**config.mk**
```make
export PLATFORM = sky130hd
export DESIGN_NAME = stream_to_axi_b
export DESIGN_NICKNAME = d
export VERILOG_FILES = /design/src/rtl/stream_to_axi_b.sv
export SDC_FILE = /design/constraint.sdc
export NUM_CORES = 1
export LEC_CHECK = 0
export BUFFER_PORTS_ARGS = -buffer_cell sky130_fd_sc_hd__buf_2
export CORE_MARGIN = 10
export CORE_UTILIZATION = 36
export CTS_CLUSTER_DIAMETER = 200
export DETAILED_ROUTE_END_ITERATION = 16
export GPL_TIMING_DRIVEN = 0
export PLACE_DENSITY_LB_ADDON = 0.25
export SLEW_MARGIN = 0
export SYNTH_ARGS = -nofsm -noshare
export SYNTH_HDL_FRONTEND = slang
export SYNTH_SLANG_ARGS = --single-unit
```
**constraint.sdc**
```tcl
create_clock -name clk -period 7.5 [get_ports clk]
set_input_delay 0 -clock clk [delete_from_list [all_inputs] [get_ports clk]]
set_output_delay 0 -clock clk [all_outputs]
set_load 0.02 [all_outputs]
```
**src/rtl/stream_to_axi_b.sv**
```systemverilog
// ----------------------------------------------------------------------------
// stream_to_axi_b
//   Receiving end of the B-channel snoop stream. Each stream beat carries
//   {type, bid, pad, bresp}. Beats whose type tag matches STREAM_TYPE and
//   which are marked last are buffered in a small FIFO. Every buffered entry is
//   replayed as one AXI4 write response on the master B port. All other
//   accepted beats are discarded and counted.
//
//   Stream handshake: a beat transfers on a rising edge where
//   s_tvalid && s_tready. AXI handshake: a response transfers on a rising edge
//   where AXIM_bvalid && AXIM_bready. While bvalid is high and bready is low,
//   bid, bresp and bvalid hold stable.
//
// Ports
//   clk, resetn              clock (rising edge), asynchronous active-low reset
//   s_tdata/tvalid/tlast     stream beat input
//   s_tready                 stream ready (low while full or in reset)
//   AXIM_bid/bresp/buser     replayed response (buser is always 0)
//   AXIM_bvalid/bready       response handshake
//   drop_count               saturating count of discarded beats
//   fifo_level               number of buffered responses
// ----------------------------------------------------------------------------
module stream_to_axi_b #(
    parameter int DATA_WIDTH        = 128,
    parameter int ID_WIDTH          = 32,
    parameter int USER_WIDTH        = 64,
    parameter int STREAM_TYPE_WIDTH = 3,
    parameter logic [STREAM_TYPE_WIDTH-1:0] STREAM_TYPE = '0,
    parameter int FIFO_DEPTH        = 4
) (
    input  logic                            clk,
    input  logic                            resetn,
    input  logic [DATA_WIDTH-1:0]           s_tdata,
    input  logic                            s_tvalid,
    input  logic                            s_tlast,
    output logic                            s_tready,
    output logic [ID_WIDTH-1:0]             AXIM_bid,
    output logic [1:0]                      AXIM_bresp,
    output logic [USER_WIDTH-1:0]           AXIM_buser,
    output logic                            AXIM_bvalid,
    input  logic                            AXIM_bready,
    output logic [15:0]                     drop_count,
    output logic [$clog2(FIFO_DEPTH):0]     fifo_level
);

    localparam int AW = $clog2(FIFO_DEPTH);
    localparam int PW = AW + 1;
    localparam int EW = ID_WIDTH + 2;

    logic [PW-1:0] wr_ptr;
    logic [PW-1:0] rd_ptr;
    logic [EW-1:0] mem [FIFO_DEPTH];
    logic [EW-1:0] head;
    logic          ready_en;
    logic          full;
    logic          empty;
    logic          accept;
    logic          push;
    logic          drop;
    logic          pop;

    logic [STREAM_TYPE_WIDTH-1:0] beat_type;
    logic [ID_WIDTH-1:0]          beat_bid;
    logic [1:0]                   beat_bresp;

    // Pad bits between bid and bresp carry no information.
    logic unused_tdata;
    assign unused_tdata = ^s_tdata;

    assign beat_type  = s_tdata[DATA_WIDTH-1 -: STREAM_TYPE_WIDTH];
    assign beat_bid   = s_tdata[DATA_WIDTH-STREAM_TYPE_WIDTH-1 -: ID_WIDTH];
    assign beat_bresp = s_tdata[1:0];

    // Extra pointer MSB distinguishes full from empty when low bits match.
    assign full  = (wr_ptr[PW-1] != rd_ptr[PW-1]) && (wr_ptr[AW-1:0] == rd_ptr[AW-1:0]);
    assign empty = (wr_ptr == rd_ptr);

    // ready_en keeps s_tready low from reset assertion until the first edge
    // after release.
    assign s_tready = ready_en && !full;
    assign accept   = s_tvalid && s_tready;
    assign push     = accept && (beat_type == STREAM_TYPE) && s_tlast;
    assign drop     = accept && !push;
    assign pop      = AXIM_bvalid && AXIM_bready;

    assign head        = mem[rd_ptr[AW-1:0]];
    assign AXIM_bvalid = !empty;
    assign AXIM_bid    = empty ? '0 : head[EW-1:2];
    assign AXIM_bresp  = empty ? 2'b00 : head[1:0];
    assign AXIM_buser  = '0;
    assign fifo_level  = wr_ptr - rd_ptr;

    always_ff @(posedge clk or negedge resetn) begin
        if (!resetn) begin
            wr_ptr     <= '0;
            rd_ptr     <= '0;
            ready_en   <= 1'b0;
            drop_count <= '0;
        end else begin
            ready_en <= 1'b1;
            if (push) begin
                wr_ptr <= wr_ptr + 1'b1;
            end
            if (pop) begin
                rd_ptr <= rd_ptr + 1'b1;
            end
            if (drop && (drop_count != 16'hFFFF)) begin
                drop_count <= drop_count + 16'd1;
            end
        end
    end

    // Storage is only read through the empty-qualified head mux, so it
    // needs no reset.
    always_ff @(posedge clk) begin
        if (push) begin
            mem[wr_ptr[AW-1:0]] <= {beat_bid, beat_bresp};
        end
    end

endmodule

```
==> results.yml, run 1 <==
outcome:
  status: "complete, no violations"
route:
  drt_first_iter_violations: 164
  vias: 3796
  ant_nets: 0
  route.detailed.drc: 0
  via_per_inst: 4.265
  first_pass_iters: 4
  drt_wl_total_um: 14600
  post_drt_wl_per_cell_um: 16.40
synthesis:
  synth_compound_area_frac: 0.007032
  synth_top_family_by_area: "multiplexers"
  synth-seq-area-share: 0.6715
  ys_ff_latch: 159
  syn_area_um2: 6939
  avgSynthCellArea_um2: 17.44
  ys_types: 34
  yosys.area_share.simple: 0.07555
  yosysWarnings: 0
  synth_xor_area_frac: 0.02921
  muxShareOfSynthArea: 0.1152
  synthAdderAreaFrac: 0.01731
  syn_inst: 398
sta:
  grt_setup_unrepaired: "false"
  setup_viol: 0
  slew_headroom: 0.5216
  worst_slew_pin_slew_ns: 0.7159
  timing.final.crit_period_ns: 3.645
  setup_tns_ns: 0
  fmax_mhz: 274.3
  maxSlewViolCount: 0
  skew_ns: 0.01073
  fin_crit_sh: 0.4860
  setup_ws_ns: 3.855
  hold_viol_final: 0
setup_path:
  rrSetupSlack_ns: 3.85
  end_kind: "flip-flop"
  rr_endpoint: "mem[1][19]"
  slowest_stage: "nor2_4"
  r2r_start: "rd_ptr[1]"
  critical_path_arrival_ns: 3.77
  cp-startpoint: "rd_ptr[1]"
  crit_required_ns: 7.62
  r2r_cells: 8
  crit_fanout: 18
  worst_setup_path_start_kind: "flip-flop"
  crit_top_cell: "clkbuf_1"
  worstSetupPathType: "reg -> reg"
  worst_path_largest_cell_delay_ns: 0.70
  timing.critical_path.cells: "clkbuf_1 > clkbuf_1 > inv_1 > ha_1 > nand2_1 > o2111ai_2 > nor2_4 > buf_16"
min_path:
  min_to: "drop_count[15]"
  min_path_cells: 4
  hold_start: "s_tvalid"
  min_path_type: "in -> reg"
die:
  row_count: 50
  die_w_um: 158.8
  ios: 252
  die-height_um: 158.8
  dieArea_um2: 25230
  core_um2: 18830
  start_util: 0.3685
layout:
  layout_common_cells: "edfxtp_1 (136), buf_2 (101), conb_1 (65), buf_4 (64), dlygate4sd3_1 (36)"
  fill_cells: 1649
  register_area_um2: 4659
  multi_input_area_um2: 1969
  syn2layout_area_growth_pct: 30.80
  final_common_cell: "edfxtp_1"
  fin_nets: 758
  utilization: 0.4820
  drive_above_1_share: 0.4006
power_and_ir_drop:
  ir_worst_vdd_v: 0.0002278
  power.leakage_nw: 3.647
  power_density_nw_per_um2: 329.2
grt:
  grt_max_degree: 25
  grt_pass1_wl_um: 23320
  grt_use_total: 0.1170
  grt_pass1_vias: 4170
  overflow: 0
  antenna_found_initial: 1
clock_network:
  cts_buffers: 17
  cts.sinks: 159
  ctsHoldBuffers: 36
  post-cts-setup-buffers: 0
  clockRootBuffer: "clkbuf_16"
  clk_pin_slew_ns: 0.07
  clock_latency_ns: 0.42
  cts_max_path_buffers: 2
  h-tree-depth: 4
  cts_tree: "built"
  cts_resized: 0
placement:
  place_worst_setup_slack_ns: 3.702
  port_buffers: 96
  place.gp.congestion: 0.8507
  dpl.hpwl_um: 10290
job:
  maxCapViolCount: 0
-- routing by layer --
layer / vias to the layer above / part of all wire / global-route usage
li1: 1808 / - / -
met1: 1860 / 0.42 / 0.1383
met2: 122 / 0.51 / 0.1948
met3: 6 / 0.073 / 0.04467
met4: 0 / 0.0047 / 0.03231
met5: - / 0 / 0
-- cell families after synthesis --
group,after synthesis
adder cells (fa/ha/maj),9
AND/OR/NAND/NOR,81
XOR/XNOR,21
other,2
multiplexers,37
flip-flops,159
AO/OA/AOI/OAI,3
buffers and inverters,86
-- worst max-delay path, delay by kind of cell, from the launching register on --
kind / cells / cell delay (ns)
and+or+nand+nor: 2 / 0.86
AOI/OAI and AO/OA: 1 / 0.36
adders and majority gates: 1 / 0.31
DFF: 1 / 0.40
buffers and inverters: 4 / 1.41
-- through the flow --
step                std cells  total power, mW  hold WS, ns  area, um2
floorplan                 461            1.829      -0.2956       7176
finish                    890            2.988      0.06414       9076
detailed placement        821            2.169      0.01652       8107
CTS                       889            3.044      0.05926       9074
global placement          817            2.148     0.005263       7981
global route              890            3.167      0.08528       9076
-- area by class of cell --
| cell class | instances | share of cell area |
|---|---|---|
| Multi-Input combinational cell | 216 | 0.2170 |
| Clock buffer | 17 | 0.04687 |
| Clock inverter | 15 | 0.01999 |
| Timing Repair Buffer | 136 | 0.1031 |
| Inverter | 9 | 0.003722 |
| Tap cell | 260 | 0.03584 |
| Buffer | 77 | 0.05983 |
| Sequential cell | 159 | 0.5134 |
| Antenna cell | 1 | 0.0002757 |
-- sequential cells by signal, indices dropped and copies added, names as in the netlist --
register	flops
ready_en	1
drop_count	16
mem	136
rd_ptr	3
wr_ptr	3
-- report_power, final --
group	switching (mW)	internal, mW	total (mW)
registers	0.0413	0.994	1.03
logic	0.638	0.461	1.10
clock network	0.399	0.454	0.853
-- how the worst max path moves through the flow --
stage | end | slack [ns] | cells after the start
2_1_floorplan | mem[3][0] | 3.82 | 7
6_report | mem[1][19] | 3.85 | 8
3_5_place_dp | mem[1][20] | 3.70 | 8
3_3_place_gp | mem[3][20] | 1.83 | 7
4_1_cts | mem[1][23] | 3.69 | 8
5_1_grt | mem[1][21] | 3.51 | 8
-- synthesized netlist by cell type, drive strengths merged --
cell,number,share of area
and2,34,0.031
and3,2,0.0018
and4,1,0.0013
buf,70,0.074
clkbuf,7,0.0038
conb,2,0.0011
dfrtp,23,0.083
edfxtp,136,0.59
fa,1,0.0029
ha,8,0.014
inv,9,0.0049
mux2,3,0.0049
mux4,34,0.11
nand2,7,0.0038
nand3,7,0.0050
nand4,5,0.0045
nor2,6,0.0032
nor3,7,0.0058
nor3b,1,0.0011
nor4,6,0.012
nor4b,2,0.0025
o2111ai,2,0.0060
o21a,1,0.0011
or2,1,0.00090
or4,1,0.0016
or4b,1,0.0014
xnor2,5,0.0090
xor2,16,0.020
(Power assumes the default switching activity.)
==> inputs of run 2 (changes only) <==
- clock period: 7.5 -> 3.4 ns (I/O delays scaled with it)
==> results.yml, run 2 (synthesis results as in run 1) <==
power_and_ir_drop:
  power.leakage_nw: 3.659
  ir_worst_vdd_v: 0.0003558
  power.total_mw: 6.600
  power_density_nw_per_um2: 723.6
die:
  core_um2: 18830
  row_count: 50
  die-height_um: 158.8
  dieArea_um2: 25230
  start_util: 0.3685
  ios: 252
  die_w_um: 158.8
layout:
  drive_above_1_share: 0.4066
  final_common_cell: "edfxtp_1"
  fin_nets: 762
  fill_cells: 1646
  layout_common_cells: "edfxtp_1 (136), buf_2 (101), conb_1 (65), buf_4 (64), dlygate4sd3_1 (36)"
  largest_reg_flops: 136
  syn2layout_area_growth_pct: 31.45
  utilization: 0.4844
grt:
  overflow: 0
  grt_pass1_vias: 4360
  antenna_found_initial: 1
  grt_use_total: 0.1203
  grt_max_degree: 24
  grt_pass1_wl_um: 23930
route:
  drt_first_iter_violations: 222
  ant_nets: 0
  via_per_inst: 4.347
  post_drt_wl_per_cell_um: 16.78
  vias: 3882
  first_pass_iters: 4
  drt_wl_total_um: 14990
  route.detailed.drc: 0
sta:
  timing.final.crit_period_ns: 2.936
  grt_setup_unrepaired: "false"
  setup_viol: 0
  hold_viol_final: 0
  slew_headroom: 0.5129
  fmax_mhz: 340.6
  setup_tns_ns: 0
  setup_ws_ns: 0.4644
  hold-worst-slack_ns: 0.07493
  worst_slew_pin_slew_ns: 0.7306
  fin_crit_sh: 0.8634
  maxSlewViolCount: 0
  skew_ns: 0.008854
setup_path:
  end_kind: "output port"
  critical_path_arrival_ns: 2.94
  r2r_cells: 8
  worstSetupPathType: "reg -> out"
  crit_required_ns: 3.40
  worst_setup_path_start_kind: "flip-flop"
  crit_fanout: 10
clock_network:
  clock_latency_ns: 0.42
  cts_max_path_buffers: 2
  cts_tree: "built"
  clk_pin_slew_ns: 0.07
  clockRootBuffer: "clkbuf_16"
  cts.sinks: 159
  h-tree-depth: 4
  cts_buffers: 17
placement:
  dpl.hpwl_um: 10590
  place_worst_setup_slack_ns: -0.1804
  port_buffers: 96
  place.gp.congestion: 0.8537
job:
  maxCapViolCount: 0
outcome:
  status: "complete, no violations"
min_path:
  min_path_cells: 4
  min_path_type: "in -> reg"
## run 2: metal layers
layer	global-route usage	vias to the layer above	part of all wire
met1	0.1381	1947	0.42
met5	0	-	0
li1	-	1813	-
met4	0.03061	0	0.0075
met2	0.2032	111	0.51
met3	0.04983	11	0.069
## run 2: stage by stage
stage / area (um2) / cells
2_1_floorplan: 7178 / 461
3_3_place_gp: 7984 / 817
3_5_place_dp: 8092 / 821
4_1_cts: 9117 / 892
5_1_grt: 9121 / 893
6_report: 9121 / 893
## run 2: what timing repair did
item	CTS	global route
setup buffers	4	0
hold buffers	36	0
gates resized for setup	1	2
hold endpoints to repair	162	0
endpoints found under the setup margin	114	29
pin swaps	4	0
## run 2: worst paths after layout
kind,endpoint,slack (ns),start
worst max-delay path,AXIM_bid[13],0.46,rd_ptr[1]
worst min-delay path,drop_count[15],0.07,s_tvalid
worst max register to register,mem[1][19],0.64,rd_ptr[1]
worst min register to register,drop_count[15],0.51,drop_count[15]
max in group asynchronous,rd_ptr[0],2.94,resetn
min in group asynchronous,drop_count[0],0.09,resetn
## run 2: power breakdown
part | total, mW | switching, mW | internal, mW | leakage [nW]
combinational | 2.44 | 1.42 | 1.02 | 1.86
sequential | 2.28 | 0.0912 | 2.19 | 1.52
clock | 1.88 | 0.785 | 1.09 | 0.280
## run 2: area by class of cell
class | instances | area, um2 | share of cell area
repair buffers | 140 | 1001 | 0.1097
plain buffers | 77 | 545.5 | 0.05981
multi-input cells | 216 | 1969 | 0.2159
well taps | 260 | 325.3 | 0.03567
inverters | 9 | 33.78 | 0.003704
flip-flops and latches | 159 | 4659 | 0.5108
diodes | 1 | 2.502 | 0.0002743
clock inverters | 14 | 158.9 | 0.01742
clock buffers | 17 | 425.4 | 0.04664
## run 2: critical path, stage by stage (launching register included)
cell and delay (ns):
dfrtp_1 0.39, clkbuf_2 0.28, clkbuf_2 0.33, inv_1 0.09, ha_1 0.31, nand3_1 0.33
clkbuf_1 0.40, and2_1 0.21, buf_2 0.17
